## src/rtl/xbar_sel_reg_if.sv

```systemverilog
// Bus between the port allocator (master) and the crossbar select
// generator (slave): allocation requests in, registered select buses out.
interface xbar_sel_reg_if #(
  parameter int NUM_CHANNEL  = 5,
  parameter int LOG_NUM_PORT = 3,
  parameter int CNT_W        = 8
);

  logic                                alloc_valid;
  logic [NUM_CHANNEL*NUM_CHANNEL-1:0]  alloc_vector;
  logic [NUM_CHANNEL-1:0]              lock_vector;
  logic [NUM_CHANNEL-1:0]              release_vector;

  logic [NUM_CHANNEL*LOG_NUM_PORT-1:0] out_sel_vector;
  logic [NUM_CHANNEL*LOG_NUM_PORT-1:0] in_sel_vector;
  logic [NUM_CHANNEL-1:0]              in_valid;
  logic                                sel_valid;
  logic [NUM_CHANNEL-1:0]              locked;
  logic                                conflict;
  logic [CNT_W-1:0]                    conflict_cnt;

  modport master (
    output alloc_valid, alloc_vector, lock_vector, release_vector,
    input  out_sel_vector, in_sel_vector, in_valid, sel_valid,
           locked, conflict, conflict_cnt
  );

  modport slave (
    input  alloc_valid, alloc_vector, lock_vector, release_vector,
    output out_sel_vector, in_sel_vector, in_valid, sel_valid,
           locked, conflict, conflict_cnt
  );

endinterface

```

## src/rtl/xbar_sel_reg.sv

```systemverilog
// Registered crossbar select generator. Turns per-input one-hot allocation
// rows into an output-per-input select bus and its inverse (input-per-output),
// with NULL encoding for idle fields, lowest-index arbitration, conflict
// detection with a saturating counter, and per-input path locking.
// LOG_NUM_PORT must be wide enough that the value NUM_CHANNEL (the NULL code)
// is representable and distinct from every real port index.
module xbar_sel_reg #(
  parameter int NUM_CHANNEL  = 5,
  parameter int LOG_NUM_PORT = 3,
  parameter int CNT_W        = 8
) (
  input  logic          clk,
  input  logic          reset,
  xbar_sel_reg_if.slave bus
);

  typedef logic [NUM_CHANNEL-1:0]  row_t;
  typedef logic [LOG_NUM_PORT-1:0] sel_t;

  localparam sel_t             NULL_SEL = sel_t'(NUM_CHANNEL);
  localparam logic [CNT_W-1:0] CNT_MAX  = {CNT_W{1'b1}};

  // Index of the lowest set bit; NULL when the row is empty.
  function automatic sel_t lowest_idx(input row_t row);
    sel_t idx;
    idx = NULL_SEL;
    for (int b = NUM_CHANNEL - 1; b >= 0; b--) begin
      idx = row[b] ? sel_t'(b) : idx;
    end
    return idx;
  endfunction

  // True when more than one bit of the row is set (malformed request).
  function automatic logic multi_hot(input row_t row);
    return (row & (row - row_t'(1'b1))) != row_t'(1'b0);
  endfunction

  // Stored path per locked input and the lock flags themselves.
  sel_t [NUM_CHANNEL-1:0] lock_out_q, lock_out_d;
  row_t                   locked_q, locked_d;

  // Registered outputs and their next-state values.
  sel_t [NUM_CHANNEL-1:0] out_sel_q, out_sel_d;
  sel_t [NUM_CHANNEL-1:0] in_sel_q, in_sel_d;
  row_t                   in_valid_q, in_valid_d;
  logic                   sel_valid_q, sel_valid_d;
  logic                   conflict_q, conflict_d;
  logic [CNT_W-1:0]       cnt_q, cnt_d;

  // Arbitration scratch.
  row_t reserved_s, taken_s, row_s, low_oh_s;

  // Decode rows and arbitrate: locked paths keep their output, lower unlocked
  // inputs win free outputs, everything else is NULL and flags a conflict.
  always_comb begin
    reserved_s = '0;
    taken_s    = '0;
    row_s      = '0;
    low_oh_s   = '0;
    conflict_d = 1'b0;
    for (int j = 0; j < NUM_CHANNEL; j++) begin
      out_sel_d[j] = NULL_SEL;
    end
    for (int j = 0; j < NUM_CHANNEL; j++) begin
      for (int k = 0; k < NUM_CHANNEL; k++) begin
        reserved_s[k] = reserved_s[k] | (locked_q[j] & (lock_out_q[j] == sel_t'(k)));
      end
    end
    for (int j = 0; j < NUM_CHANNEL; j++) begin
      row_s    = bus.alloc_valid ? bus.alloc_vector[j*NUM_CHANNEL +: NUM_CHANNEL] : row_t'(1'b0);
      low_oh_s = row_s & (~row_s + row_t'(1'b1));
      if (locked_q[j]) begin
        out_sel_d[j] = lock_out_q[j];
      end else if (row_s == row_t'(1'b0)) begin
        out_sel_d[j] = NULL_SEL;
      end else begin
        conflict_d = conflict_d | multi_hot(row_s);
        if ((low_oh_s & (reserved_s | taken_s)) != row_t'(1'b0)) begin
          conflict_d   = 1'b1;
          out_sel_d[j] = NULL_SEL;
        end else begin
          taken_s      = taken_s | low_oh_s;
          out_sel_d[j] = lowest_idx(row_s);
        end
      end
    end
  end

  // Build the input-per-output view as the exact inverse of out_sel_d.
  always_comb begin
    in_valid_d = '0;
    for (int k = 0; k < NUM_CHANNEL; k++) begin
      in_sel_d[k] = NULL_SEL;
    end
    for (int k = 0; k < NUM_CHANNEL; k++) begin
      for (int j = 0; j < NUM_CHANNEL; j++) begin
        in_sel_d[k]   = (out_sel_d[j] == sel_t'(k)) ? sel_t'(j) : in_sel_d[k];
        in_valid_d[k] = in_valid_d[k] | (out_sel_d[j] == sel_t'(k));
      end
    end
    sel_valid_d = |in_valid_d;
  end

  // Lock bookkeeping (release beats lock) and saturating conflict counter.
  always_comb begin
    locked_d   = locked_q;
    lock_out_d = lock_out_q;
    for (int j = 0; j < NUM_CHANNEL; j++) begin
      if (locked_q[j]) begin
        if (bus.release_vector[j]) begin
          locked_d[j] = 1'b0;
        end else begin
          locked_d[j] = 1'b1;
        end
      end else if (bus.lock_vector[j] && (out_sel_d[j] != NULL_SEL)) begin
        locked_d[j]   = 1'b1;
        lock_out_d[j] = out_sel_d[j];
      end else begin
        locked_d[j] = 1'b0;
      end
    end
    if (conflict_d && (cnt_q != CNT_MAX)) begin
      cnt_d = cnt_q + CNT_W'(1'b1);
    end else begin
      cnt_d = cnt_q;
    end
  end

  // Pipeline register for all outputs and lock state; reset drops every lock.
  always_ff @(posedge clk) begin
    if (reset) begin
      for (int j = 0; j < NUM_CHANNEL; j++) begin
        out_sel_q[j]  <= NULL_SEL;
        in_sel_q[j]   <= NULL_SEL;
        lock_out_q[j] <= NULL_SEL;
      end
      in_valid_q  <= '0;
      locked_q    <= '0;
      sel_valid_q <= 1'b0;
      conflict_q  <= 1'b0;
      cnt_q       <= '0;
    end else begin
      out_sel_q   <= out_sel_d;
      in_sel_q    <= in_sel_d;
      lock_out_q  <= lock_out_d;
      in_valid_q  <= in_valid_d;
      locked_q    <= locked_d;
      sel_valid_q <= sel_valid_d;
      conflict_q  <= conflict_d;
      cnt_q       <= cnt_d;
    end
  end

  assign bus.out_sel_vector = out_sel_q;
  assign bus.in_sel_vector  = in_sel_q;
  assign bus.in_valid       = in_valid_q;
  assign bus.sel_valid      = sel_valid_q;
  assign bus.locked         = locked_q;
  assign bus.conflict       = conflict_q;
  assign bus.conflict_cnt   = cnt_q;

endmodule
```

## src/flat_wrapper.sv

```systemverilog
// flat-port wrapper written by rule: the top's interface ports become plain ports
module xbar_sel_reg_flat 
#(
  parameter int NUM_CHANNEL  = 5,
  parameter int LOG_NUM_PORT = 3,
  parameter int CNT_W        = 8
)
  (clk, reset, bus_alloc_valid, bus_alloc_vector, bus_lock_vector, bus_release_vector, bus_out_sel_vector, bus_in_sel_vector, bus_in_valid, bus_sel_valid, bus_locked, bus_conflict, bus_conflict_cnt);
  xbar_sel_reg_if #(.NUM_CHANNEL(NUM_CHANNEL), .LOG_NUM_PORT(LOG_NUM_PORT), .CNT_W(CNT_W)) bus_i ();
  input  logic clk;
  input  logic reset;
  input wire logic [$bits(bus_i.alloc_valid)-1:0] bus_alloc_valid;
  input wire logic [$bits(bus_i.alloc_vector)-1:0] bus_alloc_vector;
  input wire logic [$bits(bus_i.lock_vector)-1:0] bus_lock_vector;
  input wire logic [$bits(bus_i.release_vector)-1:0] bus_release_vector;
  output wire logic [$bits(bus_i.out_sel_vector)-1:0] bus_out_sel_vector;
  output wire logic [$bits(bus_i.in_sel_vector)-1:0] bus_in_sel_vector;
  output wire logic [$bits(bus_i.in_valid)-1:0] bus_in_valid;
  output wire logic [$bits(bus_i.sel_valid)-1:0] bus_sel_valid;
  output wire logic [$bits(bus_i.locked)-1:0] bus_locked;
  output wire logic [$bits(bus_i.conflict)-1:0] bus_conflict;
  output wire logic [$bits(bus_i.conflict_cnt)-1:0] bus_conflict_cnt;
  assign bus_i.alloc_valid = bus_alloc_valid;
  assign bus_i.alloc_vector = bus_alloc_vector;
  assign bus_i.lock_vector = bus_lock_vector;
  assign bus_i.release_vector = bus_release_vector;
  assign bus_out_sel_vector = bus_i.out_sel_vector;
  assign bus_in_sel_vector = bus_i.in_sel_vector;
  assign bus_in_valid = bus_i.in_valid;
  assign bus_sel_valid = bus_i.sel_valid;
  assign bus_locked = bus_i.locked;
  assign bus_conflict = bus_i.conflict;
  assign bus_conflict_cnt = bus_i.conflict_cnt;
  xbar_sel_reg #(.NUM_CHANNEL(NUM_CHANNEL), .LOG_NUM_PORT(LOG_NUM_PORT), .CNT_W(CNT_W)) u_core (.clk(clk), .reset(reset), .bus(bus_i));
endmodule
```

## config.mk

```make
export PLATFORM = sky130hd
export DESIGN_NAME = xbar_sel_reg_flat
export DESIGN_NICKNAME = d
export VERILOG_FILES = /design/src/rtl/xbar_sel_reg_if.sv /design/src/rtl/xbar_sel_reg.sv /design/src/flat_wrapper.sv
export SDC_FILE = /design/constraint.sdc
export NUM_CORES = 1
export LEC_CHECK = 0
export BUFFER_PORTS_ARGS = -buffer_cell sky130_fd_sc_hd__buf_2
export CORE_ASPECT_RATIO = 0.75
export CORE_MARGIN = 2
export CORE_UTILIZATION = 35
export CTS_CLUSTER_SIZE = 40
export DETAILED_ROUTE_END_ITERATION = 6
export SLEW_MARGIN = 20
export SYNTH_ARGS = -nofsm -noshare
export SYNTH_HDL_FRONTEND = slang
export SYNTH_SLANG_ARGS = --single-unit
```

## constraint.sdc

```tcl
create_clock -name clk -period 10.2 [get_ports clk]
set_input_delay 1.02 -clock clk [delete_from_list [all_inputs] [get_ports clk]]
set_output_delay 1.02 -clock clk [all_outputs]
set_load 0.03 [all_outputs]
```

==> results by group, run 1 <==
STA
  • RSZ-0062 raised after global routing: no
  • Worst-Margin Slew: 717 ps
  • Fin crit share: 0.485
  • Max-slew violations: 0
  • # setup viols final: 0
  • Final TNS setup: 0 ps
  • Crit path time final: 4950 ps
  • Achievable frequency: 202 MHz
  • Worst Skew: 8.18 ps
  • Max transition margin: 0.517
  • PnR worst setup slack: 5250 ps
  • Final Hold Fails: 0

Pwr
  • Switching power: 0.254 mW
  • Clock Power Share: 0.398
  • Seq pwr share: 0.360
  • Comb pwr share: 0.242
  • Pwr Density: 153 nW/um2
  • P_leak: 2.11 nW
  • Pint: 0.555 mW
  • Total chip power: 0.809 mW
  • Worst VDD drop: 0.0902 mV
  • Switching Share: 0.313

Global routing
  • Grt total ovfl: 0
  • GRT Overall Usage: 0.212
  • First-pass GRT wire length: 22,500 um
  • Initial antenna violation count: 0
  • Largest net degree at the start of global routing: 67
  • Vias in the first global route: 4,325

Hold path
  • Hold Startpoint: u_core.bus.conflict_cnt[7]
  • Hold path endpoint: u_core.bus.conflict_cnt[7]
  • Hold Path Class: reg2reg
  • Hold path cells: 2

Yosys
  • Mapped Avg Cell Area: 7.60 um2
  • Count leader, synth: dfxtp_1
  • Synth cell count leaders: dfxtp_1 (65), nor2_1 (59), a21oi_1 (52), nand2_1 (52), o21ai_0 (31)
  • Mapped Cells: 586
  • Warnings, synthesis: 0
  • FFs w/ async S/R, synth: 0
  • Syn nets: 625
  • Synth top area cells: dfxtp_1 (29%), a21oi_1 (5.8%), nor2_1 (5.0%)
  • Cell Area, Synth: 4450 um2
  • Synth Register Bits: 65
  • Synth unique cells: 80
  • Main synth FF type: dfxtp_1
  • Sequential-to-total area share from yosys stat: 0.292
  • Largest area contributor in the netlist: dfxtp_1
  • Number of flops mapped to enable cells by yosys: 0
  • Share of the synthesized area in the top cell type: 0.292

Setup path
  • Required time worst endpoint: 10,410 ps
  • Reg2reg start: u_core.bus.locked[3]
  • R2R cell count: 12
  • Critical Path AT: 5160 ps
  • Crit. Startpoint: bus_alloc_valid
  • RR Endpoint: u_core.bus.in_sel_vector[3]
  • CP max FO: 36
  • CP Capture Type: flop
  • Startpoint Class: input pin
  • Critical Setup Path Class: in2reg
  • R2r setup slk: 5650 ps

Clocking
  • CTS tree: yes
  • Htree depth: 3
  • CTS Sinks: 65
  • Max clock buf depth: 2
  • # resized after CTS: 0
  • Root buf cell: clkbuf_16
  • Clock Latency Late Sink: 330 ps
  • Clk pin slew, worst setup/hold paths: 60 ps
  • CTS buffer count: 9
  • CTS Hold Bufs: 0
  • Setup Fix Bufs, Post-CTS: 0

Drt
  • Drt first-iter violations: 298
  • Vias per cell: 5.65
  • Routed WL per cell: 17.3 um
  • Drt pass-1 iters: 5
  • Vias: 4,676
  • Post-route ant nets: 0
  • WL final: 14,400 um
  • DRC: 0

Placement
  • Pre-CTS WS: 5000 ps
  • DP HPWL: 11,100 um
  • Port Buffers: 87
  • Placed cell area: 4970 um2
  • Placer Congestion: 0.995

Layout
  • Fillers: 1,290
  • Final instance area: 5290 um2
  • NumNets Final: 696
  • Layout cells sized above 1: 0.190
  • Layout Utilization: 0.428
  • Area grow syn2layout: 18.7%
  • Antenna Cells: 0

Floorplan
  • Core outline area: 12,300 um2
  • Starting Density: 0.361
  • Num ports: 88
  • Die Ht: 102 um
  • Die X: 134 um
  • Core Rows: 35
  • Die area: 13,700 um2

Run
  • Maxcap violations: 0

Status
  • Status: complete, no violations
## layer usage
layer  track usage  vias to the layer above  share of wire
met4        0.0534                        0         0.0097
met5             0                        -              0
met1         0.293                     2180           0.48
met2         0.322                      176           0.42
met3        0.0666                       13          0.088
li1              -                     2307              -
## cell usage in the layout (no fill, tap or decap), types with 6 or more instances in the layout
cell | netlist | routed
a21o_1 | 12 | 12
a21oi_1 | 52 | 52
a31oi_1 | 11 | 11
and2_1 | 8 | 8
and3_1 | 9 | 9
buf_2 | 3 | 86
clkbuf_16 | 0 | 9
dfxtp_1 | 65 | 65
inv_1 | 19 | 19
nand2_1 | 52 | 52
nand2b_1 | 26 | 26
nand3_1 | 21 | 21
nand3b_1 | 6 | 6
nand4_1 | 6 | 6
nor2_1 | 59 | 59
nor2b_1 | 19 | 19
nor3_1 | 13 | 13
nor4bb_1 | 12 | 12
o21a_1 | 7 | 7
o21ai_0 | 31 | 31
or2_2 | 9 | 9
or3_1 | 11 | 11
## cells by family after synthesis
group / Yosys count / synth area share
compound gates: 187 / 0.296
xor+xnor: 3 / 0.00590
fa+ha+maj: 1 / 0.00281
buf+inv: 47 / 0.0447
flops: 65 / 0.292
mux: 4 / 0.00927
simple gates: 279 / 0.349
## area by class of cell
class,count,area [um2],area share
multi-input combinational,474,2950,0.558
sequential,65,1300,0.246
timing repair buffer,87,438,0.0828
clock buffer,11,233,0.0440
tap,166,208,0.0393
clock inverter,5,80.1,0.0151
inverter,20,75.1,0.0142
## worst max-delay path by stage
| stage | to | slack [ps] |
|---|---|---|
| global route | u_core.bus.in_sel_vector[3] | 4940 |
| floorplan | u_core.bus.conflict_cnt[1] | 6030 |
| CTS | u_core.bus.in_sel_vector[3] | 5310 |
| detailed placement | u_core.bus.in_sel_vector[3] | 5000 |
| global placement | u_core.bus.in_sel_vector[3] | 5170 |
| finish | u_core.bus.in_sel_vector[3] | 5250 |
## state kept, by name (all words and copies together) (netlist names)
register / cells
u_core.bus.in_sel_vector: 15
u_core.bus.out_sel_vector: 15
u_core.lock_out_q: 15
u_core.bus.conflict_cnt: 8
u_core.bus.in_valid: 5
u_core.bus.locked: 5
u_core.bus.conflict: 1
u_core.bus.sel_valid: 1
## power groups by stage
stage	combinational (mW)	sequential (mW)	clock, mW
5_1_grt	0.213	0.294	0.341
3_5_place_dp	0.193	0.296	0
3_3_place_gp	0.191	0.296	0
6_report	0.195	0.291	0.322
4_1_cts	0.194	0.291	0.327
2_1_floorplan	0.111	0.321	0
## through the flow
stage / hold WS, ps / std cells
after detailed placement: 503 / 812
final: 514 / 828
after global routing: 575 / 828
after CTS: 513 / 828
after global placement: 491 / 812
after floorplan: 457 / 586
## worst max-delay path, cell delays in order
cell and delay (ps):
buf_2 460, nor3b_1 290, nand2_1 130, or2_2 300, a21oi_1 290, a211oi_2 170
nor4b_1 470, a21oi_1 290, a311o_4 430, o32ai_2 650, and3_1 380, a21oi_1 60
or2_1 210
Power figures use the tool's default switching activity.
==> inputs of run 2 (changes only) <==
- clock period: 10.2 -> 4.6 ns (I/O delays scaled with it)
==> results by group, run 2 (synthesis results as in run 1) <==
Drt
  • Drt first-iter violations: 307
  • Vias per cell: 5.64
  • Routed wire length on met3: 970 um
  • Routed WL per cell: 17.3 um
  • DR top layer: met4
  • Drt pass-1 iters: 5
  • Met1 wire length: 7220 um
  • Post-route ant nets: 0
  • Metal2 WL: 6100 um
  • DRC: 0
  • Vias: 4,715
  • WL final: 14,500 um

Clocking
  • CTS Hold Bufs: 0
  • Clk pin slew, worst setup/hold paths: 60 ps
  • Max clock buf depth: 2
  • CTS Sinks: 65
  • Setup Fix Bufs, Post-CTS: 0
  • # resized after CTS: 0
  • Root buf cell: clkbuf_16
  • Clock Latency Late Sink: 330 ps
  • CTS buffer count: 9
  • CTS tree: yes
  • Htree depth: 3

Floorplan
  • Core outline area: 12,300 um2
  • Num ports: 88
  • Starting Density: 0.361
  • Die X: 134 um
  • Core Rows: 35
  • Die Ht: 102 um
  • Die area: 13,700 um2

Setup path
  • R2R cell count: 12
  • Required time worst endpoint: 4800 ps
  • CP Capture Type: flop
  • Startpoint Class: flop
  • CP max FO: 10
  • Critical Path AT: 4320 ps
  • Critical Setup Path Class: reg2reg
  • RR Endpoint: u_core.bus.conflict_cnt[1]
  • R2r setup slk: 480 ps
  • Reg2reg start: u_core.lock_out_q[10]

Layout
  • Area grow syn2layout: 20.1%
  • Most frequent cells in the layout: buf_2 (86), dfxtp_1 (65), nor2_1 (59)
  • Final instance area: 5350 um2
  • Antenna Cells: 0
  • NumNets Final: 704
  • Commonest non-fill, non-tap cell in the layout: buf_2
  • Layout cells sized above 1: 0.200

Global routing
  • Grt total ovfl: 0
  • Largest net degree at the start of global routing: 67
  • Vias in the first global route: 4,366
  • GRT Overall Usage: 0.216
  • Initial antenna violation count: 0
  • First-pass GRT wire length: 23,200 um

Placement
  • Placer Congestion: 0.982
  • Port Buffers: 87
  • Placed cell area: 5030 um2
  • DP HPWL: 11,400 um

STA
  • Crit path time final: 4120 ps
  • # setup viols final: 0
  • Achievable frequency: 243 MHz
  • Fin crit share: 0.896
  • Final TNS setup: 0 ps
  • Final Hold Fails: 0
  • RSZ-0062 raised after global routing: no
  • Max transition margin: 0.468
  • Worst Skew: 8.18 ps
  • Max-slew violations: 0
  • Worst-Margin Slew: 791 ps

Hold path
  • Hold path cells: 3
  • Hold Path Class: in2reg
  • Hold path endpoint: u_core.bus.locked[0]
  • Hold Startpoint: bus_release_vector[0]

Pwr
  • P_leak: 2.16 nW
  • Pwr Density: 336 nW/um2
  • Worst VDD drop: 0.203 mV

Run
  • Maxcap violations: 0

Status
  • Status: complete, no violations
-- run 2: changes by cell type in the layout (fill, tap and decap cells not counted), sizes merged --
cell / delta
buf: +8
-- run 2: layer usage --
| layer | track usage | vias up |
|---|---|---|
| li1 | - | 2322 |
| met1 | 0.315 | 2213 |
| met2 | 0.322 | 162 |
| met3 | 0.0501 | 18 |
| met4 | 0.0543 | 0 |
| met5 | 0 | - |
-- run 2: worst max path at each step --
stage,from,end,slack [ps],cells after the start
after floorplan,u_core.bus.locked[4],u_core.bus.conflict_cnt[1],910,14
after global placement,u_core.lock_out_q[10],u_core.bus.conflict_cnt[1],580,12
after detailed placement,bus_alloc_vector[5],u_core.bus.in_valid[3],500,14
after CTS,u_core.lock_out_q[10],u_core.bus.in_valid[3],500,13
after global routing,u_core.bus.locked[4],u_core.bus.sel_valid,130,11
final,u_core.lock_out_q[10],u_core.bus.conflict_cnt[1],480,12
-- run 2: final cells by class --
cell class              count  area [um2]
clock inverters             5        80.1
flip-flops and latches     65        1300
multi-input cells         474        2950
well taps                 166         208
repair buffers             95         498
inverters                  20        75.1
clock buffers              11         233
fillers                  1286        7000
-- run 2: stage by stage --
step            util  worst slack [ps]  cells  hold WS (ps)  total power [mW]
6_report       0.433               476    836           404              1.80
5_1_grt        0.433               129    836           412              1.89
4_1_cts        0.433               499    836           393              1.81
3_5_place_dp   0.407               505    820           488              1.10
3_3_place_gp   0.407               579    820           478              1.09
2_1_floorplan      -               913    586           457             0.958
-- run 2: where the power goes --
part	switching, mW	internal, mW	leakage (nW)	total [mW]
clock network	0.239	0.473	0.146	0.712
registers	0.0336	0.606	0.533	0.640
logic	0.288	0.159	1.48	0.447
total	0.560	1.24	2.16	1.80
-- run 2: worst max-delay path, stage by stage (launching register included) --
cell and delay, ps:
dfxtp_1 490, inv_1 160, a31oi_1 380, a31oi_1 210, nor4_4 450, a21oi_2 240
a2111oi_4 490, a21boi_4 160, a311o_4 460, o31a_1 380, o21ai_4 280, mux2i_1 230
nor2_1 50
